==> config.mk <==
export PLATFORM = sky130hd
export DESIGN_NAME = mask_beat_streamer
export DESIGN_NICKNAME = d
export VERILOG_FILES = /design/src/rtl/mask_beat_streamer.sv
export SDC_FILE = /design/constraint.sdc
export NUM_CORES = 2
export LEC_CHECK = 0
export ABC_AREA = 1
export CAP_MARGIN = 25
export CORE_AREA = 2 2 417 419
export CTS_CLUSTER_DIAMETER = 120
export DETAILED_ROUTE_END_ITERATION = 8
export DIE_AREA = 0 0 419 421
export SLEW_MARGIN = 20
export SYNTH_ARGS = -nofsm -noshare
export SYNTH_HDL_FRONTEND = slang
export SYNTH_SLANG_ARGS = --single-unit
export TNS_END_PERCENT = 1
==> constraint.sdc <==
create_clock -name clk_i -period 2.2 [get_ports clk_i]
set_input_delay 0.44 -clock clk_i [delete_from_list [all_inputs] [get_ports clk_i]]
set_output_delay 0.44 -clock clk_i [all_outputs]
set_load 0.02 [all_outputs]
==> src/rtl/mask_beat_streamer.sv <==
// mask_beat_streamer: latches a HEIGHT x LENGTH binary mask in one valid/ready
// transfer, then streams it out as BEAT_W-bit beats (LSB pixel first).
// Optional feature macro: MASK_POPCOUNT_EN (running count of set mask pixels on fg_count_o).
module mask_beat_streamer #(
    parameter int HEIGHT = 32,
    parameter int LENGTH = 32,
    parameter int BEAT_W = 16,
    localparam int NPIX   = HEIGHT * LENGTH,
    localparam int NBEATS = (NPIX + BEAT_W - 1) / BEAT_W,
    localparam int CW     = $clog2(NBEATS + 1),
    localparam int FW     = $clog2(NPIX + 1)
) (
    input  logic              clk_i,
    input  logic              rst_i,
    input  logic [NPIX-1:0]   mask_in_i,
    input  logic              mask_valid_i,
    output logic              mask_ready_o,
    output logic [BEAT_W-1:0] out_data_o,
    output logic              out_valid_o,
    input  logic              out_ready_i,
    output logic              out_first_o,
    output logic              out_last_o,
    output logic [CW-1:0]     out_idx_o,
    output logic              frame_done_o,
    output logic [FW-1:0]     fg_count_o
);

    // Frame store is padded to a whole number of beats; padding bits stay 0.
    localparam int SW = NBEATS * BEAT_W;
    localparam logic [CW-1:0] LAST_IDX = CW'(NBEATS - 1);

    typedef enum logic [1:0] {
        S_IDLE,
        S_SEND,
        S_DONE
    } state_t;

    state_t          state_q;
    logic [SW-1:0]   frame_q;
    logic [CW-1:0]   idx_q;
    logic            out_valid_q;
    logic            out_first_q;
    logic            out_last_q;
    logic            done_q;

    logic            accept;
    logic            fire;
    logic [CW-1:0]   idx_d;

    // Ready is held low while reset is asserted so no frame slips in on the reset edge.
    assign mask_ready_o = (state_q == S_IDLE) && !rst_i;
    assign accept       = mask_ready_o && mask_valid_i;
    assign fire         = out_valid_q && out_ready_i;
    assign idx_d        = idx_q + 1'b1;

    // The current beat always sits in the low bits of the store, which shifts per beat.
    assign out_data_o   = frame_q[BEAT_W-1:0];
    assign out_valid_o  = out_valid_q;
    assign out_first_o  = out_first_q;
    assign out_last_o   = out_last_q;
    assign out_idx_o    = idx_q;
    assign frame_done_o = done_q;

    // Frame FSM: accept in IDLE, stream beats in SEND, one-cycle DONE pulse.
    always_ff @(posedge clk_i) begin
        if (rst_i) begin
            state_q     <= S_IDLE;
            frame_q     <= '0;
            idx_q       <= '0;
            out_valid_q <= 1'b0;
            out_first_q <= 1'b0;
            out_last_q  <= 1'b0;
            done_q      <= 1'b0;
        end else begin
            done_q <= 1'b0;
            case (state_q)
                S_IDLE: begin
                    if (accept) begin
                        frame_q     <= SW'(mask_in_i);
                        idx_q       <= '0;
                        out_valid_q <= 1'b1;
                        out_first_q <= 1'b1;
                        out_last_q  <= (NBEATS == 1);
                        state_q     <= S_SEND;
                    end
                end
                S_SEND: begin
                    if (fire) begin
                        if (idx_q == LAST_IDX) begin
                            idx_q       <= '0;
                            out_valid_q <= 1'b0;
                            out_first_q <= 1'b0;
                            out_last_q  <= 1'b0;
                            done_q      <= 1'b1;
                            state_q     <= S_DONE;
                        end else begin
                            idx_q       <= idx_d;
                            frame_q     <= frame_q >> BEAT_W;
                            out_first_q <= 1'b0;
                            out_last_q  <= (idx_d == LAST_IDX);
                        end
                    end
                end
                S_DONE: begin
                    state_q <= S_IDLE;
                end
                default: begin
                    state_q <= S_IDLE;
                end
            endcase
        end
    end

`ifdef MASK_POPCOUNT_EN
    logic [FW-1:0] fg_q;

    function automatic logic [FW-1:0] beat_ones(input logic [BEAT_W-1:0] b);
        logic [FW-1:0] n;
        n = '0;
        for (int i = 0; i < BEAT_W; i++) begin
            n = n + FW'(b[i]);
        end
        return n;
    endfunction

    // Running popcount: cleared on frame accept, accumulates each transferred beat.
    always_ff @(posedge clk_i) begin
        if (rst_i) begin
            fg_q <= '0;
        end else if (accept) begin
            fg_q <= '0;
        end else if (fire) begin
            fg_q <= fg_q + beat_ones(out_data_o);
        end
    end

    assign fg_count_o = fg_q;
`else
    assign fg_count_o = '0;
`endif

endmodule

# Word level (Yosys, flattened, before mapping)
# Cells that the tools add are included.
[word_totals] ff_bits=1037 inputBits=1028 out_inout_bits=39
[classes] add_sub_neg=1 eq_ne=7 n_mux=23 n_bitwise=2 n_reduce_logical=11
[ops] cell="$mux 1024" n=3
[ops] cell="$pmux 1024 s2" n=1
[ops] cell="$mux 7" n=3
[ops] cell="$eq 7x6->1 const B" n=2
[ops] cell="$pmux 7 s2" n=1
[ops] cell="$mux 1" n=8
[ops] cell="$ne 2x2->1 const B" n=4
[ops] cell="$reduce_and 4->1" n=2
[ops] cell="$add 7x1->7 const B" n=1
[ops] cell="$mux 2" n=3
[ops] cell="$pmux 1 s2" n=3
[ops] cell="$reduce_and 3->1" n=2
[ops] cell="$pmux 2 s2" n=1
[ops] cell="$logic_and 1x1->1" n=3
[ops] cell="$reduce_or 3->1" n=1
[ops] cell="$eq 2x1->1 const B" n=1
[ops] cell="$logic_not 2->1" n=1
[ops] cell="$not 1->1" n=2
[ops] cell="$reduce_bool 2->1" n=1
[ops] cell="$logic_not 1->1" n=1

# Logic depth before layout (Yosys ltp)
[depth] ltp_word=5 depth_mapped=12 ltp_nobuf=10

# Least setup slack after synthesis
# Ideal clock, no wire load.
[synth_timing] path_type="reg-to-reg" startpoint="register idx_q[1], in the netlist out_idx_o[1]" endpoint="register frame_q[757]" t_arrival_ns=1.773 path_slack_ns=0.312 stages_incl_launch_ff=12 n_path_buf=3 synth_period_minus_slack_ns=1.888 cell_sequence="dfxtp_1 > ha_1 > nand2_1 > nor2_2 > nand4_2 > nand2_4 > inv_4 > buf_6 > buf_6 > buf_6 > nor2_1 > nor2_1"
[synth_between] elab_chain_len=3
[synth_rtl] item="from (decl)" line_no="40" source="logic [CW-1:0] idx_q;"
[synth_rtl] item="from (signal assigned)" line_no="97" source="idx_q <= idx_d;"
[synth_rtl] item="$eq 7x6->1" line_no="89" source="if (idx_q == LAST_IDX) begin"
[synth_rtl] item="$ne 2x2->1 (no line)"
[synth_rtl] item="$reduce_and 4->1 (no line)"
[synth_rtl] item="to (signal assigned)" line_no="79" source="frame_q <= SW'(mask_in_i);"
[synth_rtl] item="to (signal assigned)" line_no="98" source="frame_q <= frame_q >> BEAT_W;"
[synth_rtl] item="to (decl)" line_no="39" source="logic [SW-1:0] frame_q;"
# No other way between the ends.
# A chain may end at the register's enable or synchronous reset.

# Worst setup path in the final report
[layout_timing] startpoint="input rst_i" endpoint="output mask_ready_o"
[layout_between] elab_chain_len=2
[layout_rtl] item="from (decl)" line_no="14" source="input logic rst_i,"
[layout_rtl] item="$logic_not 1->1" line_no="51" source="assign mask_ready_o = (state_q == S_IDLE) && !rst_i;"
[layout_rtl] item="$logic_and 1x1->1" line_no="51"
[layout_rtl] item="to (decl)" line_no="17" source="output logic mask_ready_o,"
# No other way between the ends.

==> results.cfg <==
[synthesis]
synth_top_cell_by_area = dfxtp_1
synth-seq-area-share_pct = 43.1
ys_seq_elements = 1037
avgSynthCellArea_um2 = 6.17
async_reset_ff_share_pct = 0
synth_cell_types = 26
synth-edff-count = 0
synth.top_cell.area_share_pct = 43.1
ys.warnings.count = 0
synth_ff_type = dfxtp_1
synth_area_leaders = dfxtp_1 (43%), nand2_1 (24%), nor2_1 (16%)
syn_area_um2 = 48200
syn_inst = 7811

[power]
peakVddDrop_mv = 0.824
p_per_area_nw_per_um2 = 816
leakage_nw = 29.3

[timing]
relSlewSlack_pct = 33.2
setup_viol = 0
fin_crit_ps = 2170
fin_ws_ps = 29.8
hold_viol_final = 0
fin_skew_ps = 71.2
fin_crit_sh_pct = 98.6
fmax_ghz = 0.461
finalMaxSlewViolations = 0
worst_pin_slew_ps = 1000
rsz0062_at_grt = true

[floorplanning]
die_w_um = 419
dieArea_um2 = 176000
start_util_pct = 27.9
die_h_um = 421
floorplan.rows = 153
pin_count = 1067
core_area_um2 = 172000

[routing]
route.detailed.drc = 0
drtIter0Drc = 4610
ant_nets = 0
wire_per_inst_um = 18.7
vias = 51348
dr.pass1.iters = 6
drt-total-wl_mm = 207
via_per_inst = 4.63

[clock_tree]
clock_latency_ps = 770
clockBufferDepth = 3
cts_tree = built
cts_root_buf = clkbuf_16
post_cts_buffers = 0
h-tree-depth = 3
clk_pin_slew_ps = 60
clock_sinks = 1037
cts_hold_buf = 0
cts_buffers = 118

[cells_and_area]
layout_common_cells = nand2_1 (3075), nor2_1 (2023), dfxtp_1 (1036)
final_layout_size_suffix_gt1_share_pct = 4.89
final_cells = 11092
nNetsFinal = 9654
fillers = 18542
final_core_util_pct = 38.2
finalInstanceArea_um2 = 65900
syn_to_final_growth_pct = 36.8
final_common_cell = nand2_1

[grt]
grt_overflow = 0
grt_pass1_wl_mm = 302
antenna_found_initial = 79
grt_pass1_vias = 48797
grt_max_degree = 195
grt_usage_pct = 22.5

[hold_path]
min_from = mask_in_i[1016]
hp-class = input pin to flip-flop
hold_depth = 3
hold-path-endpoint = frame_q[1016]$_SDFFE_PP0P_

[status]
status = completed

[placement]
dp_cells = 10829
port_buffers = 1055
dp_hpwl_mm = 155
dpl_worst_slack_ps = -571
gp_congestion = 0.921
place_area_um2 = 61700

[critical_path]
r2r-start = state_q[0]$_SDFFE_PP0P_
end_kind = output port
critPathArrivalTime_ps = 1730
r2r_end = frame_q[793]$_SDFFE_PP0P_
crit_type = input pin to output port
critical_path_required_ps = 1760
rrSetupSlack_ps = 110
r2r_cells = 9
start_kind = input pin
worstPathMaxFanout = 22

[run]
maxCapViolCount = 0
sequential cells by signal, summed over array words and instances (netlist names):
name and cells:
frame_done_o 1, frame_q 1024, out_first_o 1, out_idx_o 7, out_last_o 1, out_valid_o 1, state_q 2
power breakdown:
| group | switching (W) | internal [W] |
|---|---|---|
| Sequential | 0.00102 | 0.0207 |
| Clock | 0.00856 | 0.0119 |
| Combinational | 0.00679 | 0.00486 |
| Total | 0.0164 | 0.0374 |
how the worst max path moves through the flow:
stage / start / endpoint / slack (ps) / cells after the start
floorplan: out_idx_o[1]$_SDFFE_PP0P_ / frame_q[757]$_SDFFE_PP0P_ / 310 / 11
global placement: rst_i / frame_q[793]$_SDFFE_PP0P_ / -560 / 9
detailed placement: rst_i / frame_q[793]$_SDFFE_PP0P_ / -570 / 9
CTS: state_q[0]$_SDFFE_PP0P_ / mask_ready_o / -20 / 5
global route: out_idx_o[5]$_SDFFE_PP0P_ / out_idx_o[5] / -30 / 2
finish: rst_i / mask_ready_o / 30 / 4
timing repair:
action	in CTS	in global routing
setup endpoints to repair	999	189
resized for setup	30	12
pin swaps	0	0
final cells by class:
| class | instances | area, um^2 | area share, % |
|---|---|---|---|
| flip-flops and latches | 1037 | 20800 | 31.5 |
| inverters | 19 | 113 | 0.171 |
| repair buffers | 1274 | 13400 | 20.3 |
| well taps | 2325 | 2910 | 4.41 |
| clock inverters | 37 | 502 | 0.761 |
| diodes | 47 | 118 | 0.178 |
| multi-input cells | 6174 | 24600 | 37.3 |
| clock buffers | 179 | 3530 | 5.36 |
cell usage after synthesis (9+ instances only):
cell type  instances
nand2_1         3077
nor2_1          2025
dfxtp_1         1037
o21ai_0          864
clkbuf_1         305
buf_2            187
o21ai_1          151
buf_4             44
buf_1             28
buf_6             27
a21oi_1           24
inv_1             16
nand3_1            9
layer usage:
layer | GRT usage [%] | share of wire (%) | vias to the layer above
li1 | - | - | 25771
met1 | 27.3 | 41 | 23624
met2 | 37.6 | 48 | 1546
met3 | 3.93 | 6.2 | 375
met4 | 12.2 | 5.0 | 32
met5 | 0 | 0.099 | -
cells by family after synthesis:
group,count (synthesis),share of synthesized area (%)
buffers and inverters,610,6.01
AO/OA/AOI/OAI,1040,10.8
flip-flops,1037,43.1
other,1,0.00779
adder cells (fa/ha/maj),2,0.0519
AND/OR/NAND/NOR,5121,40.0
through the flow:
| step | setup TNS (ps) | hold slack (ps) | power, W |
|---|---|---|---|
| after floorplan | 0 | 440 | 0.0285 |
| after global placement | -469360 | 449 | 0.0336 |
| after detailed placement | -488730 | 455 | 0.0337 |
| after CTS | -21.0 | 165 | 0.0543 |
| after global routing | -48.7 | 211 | 0.0566 |
| final | 0 | 238 | 0.0538 |
worst max-delay path: stages:
cell and delay [ps]:
clkdlybuf4s50_1 590, buf_4 450, nor2_4 90, buf_12 150
(Power assumes the default switching activity.)
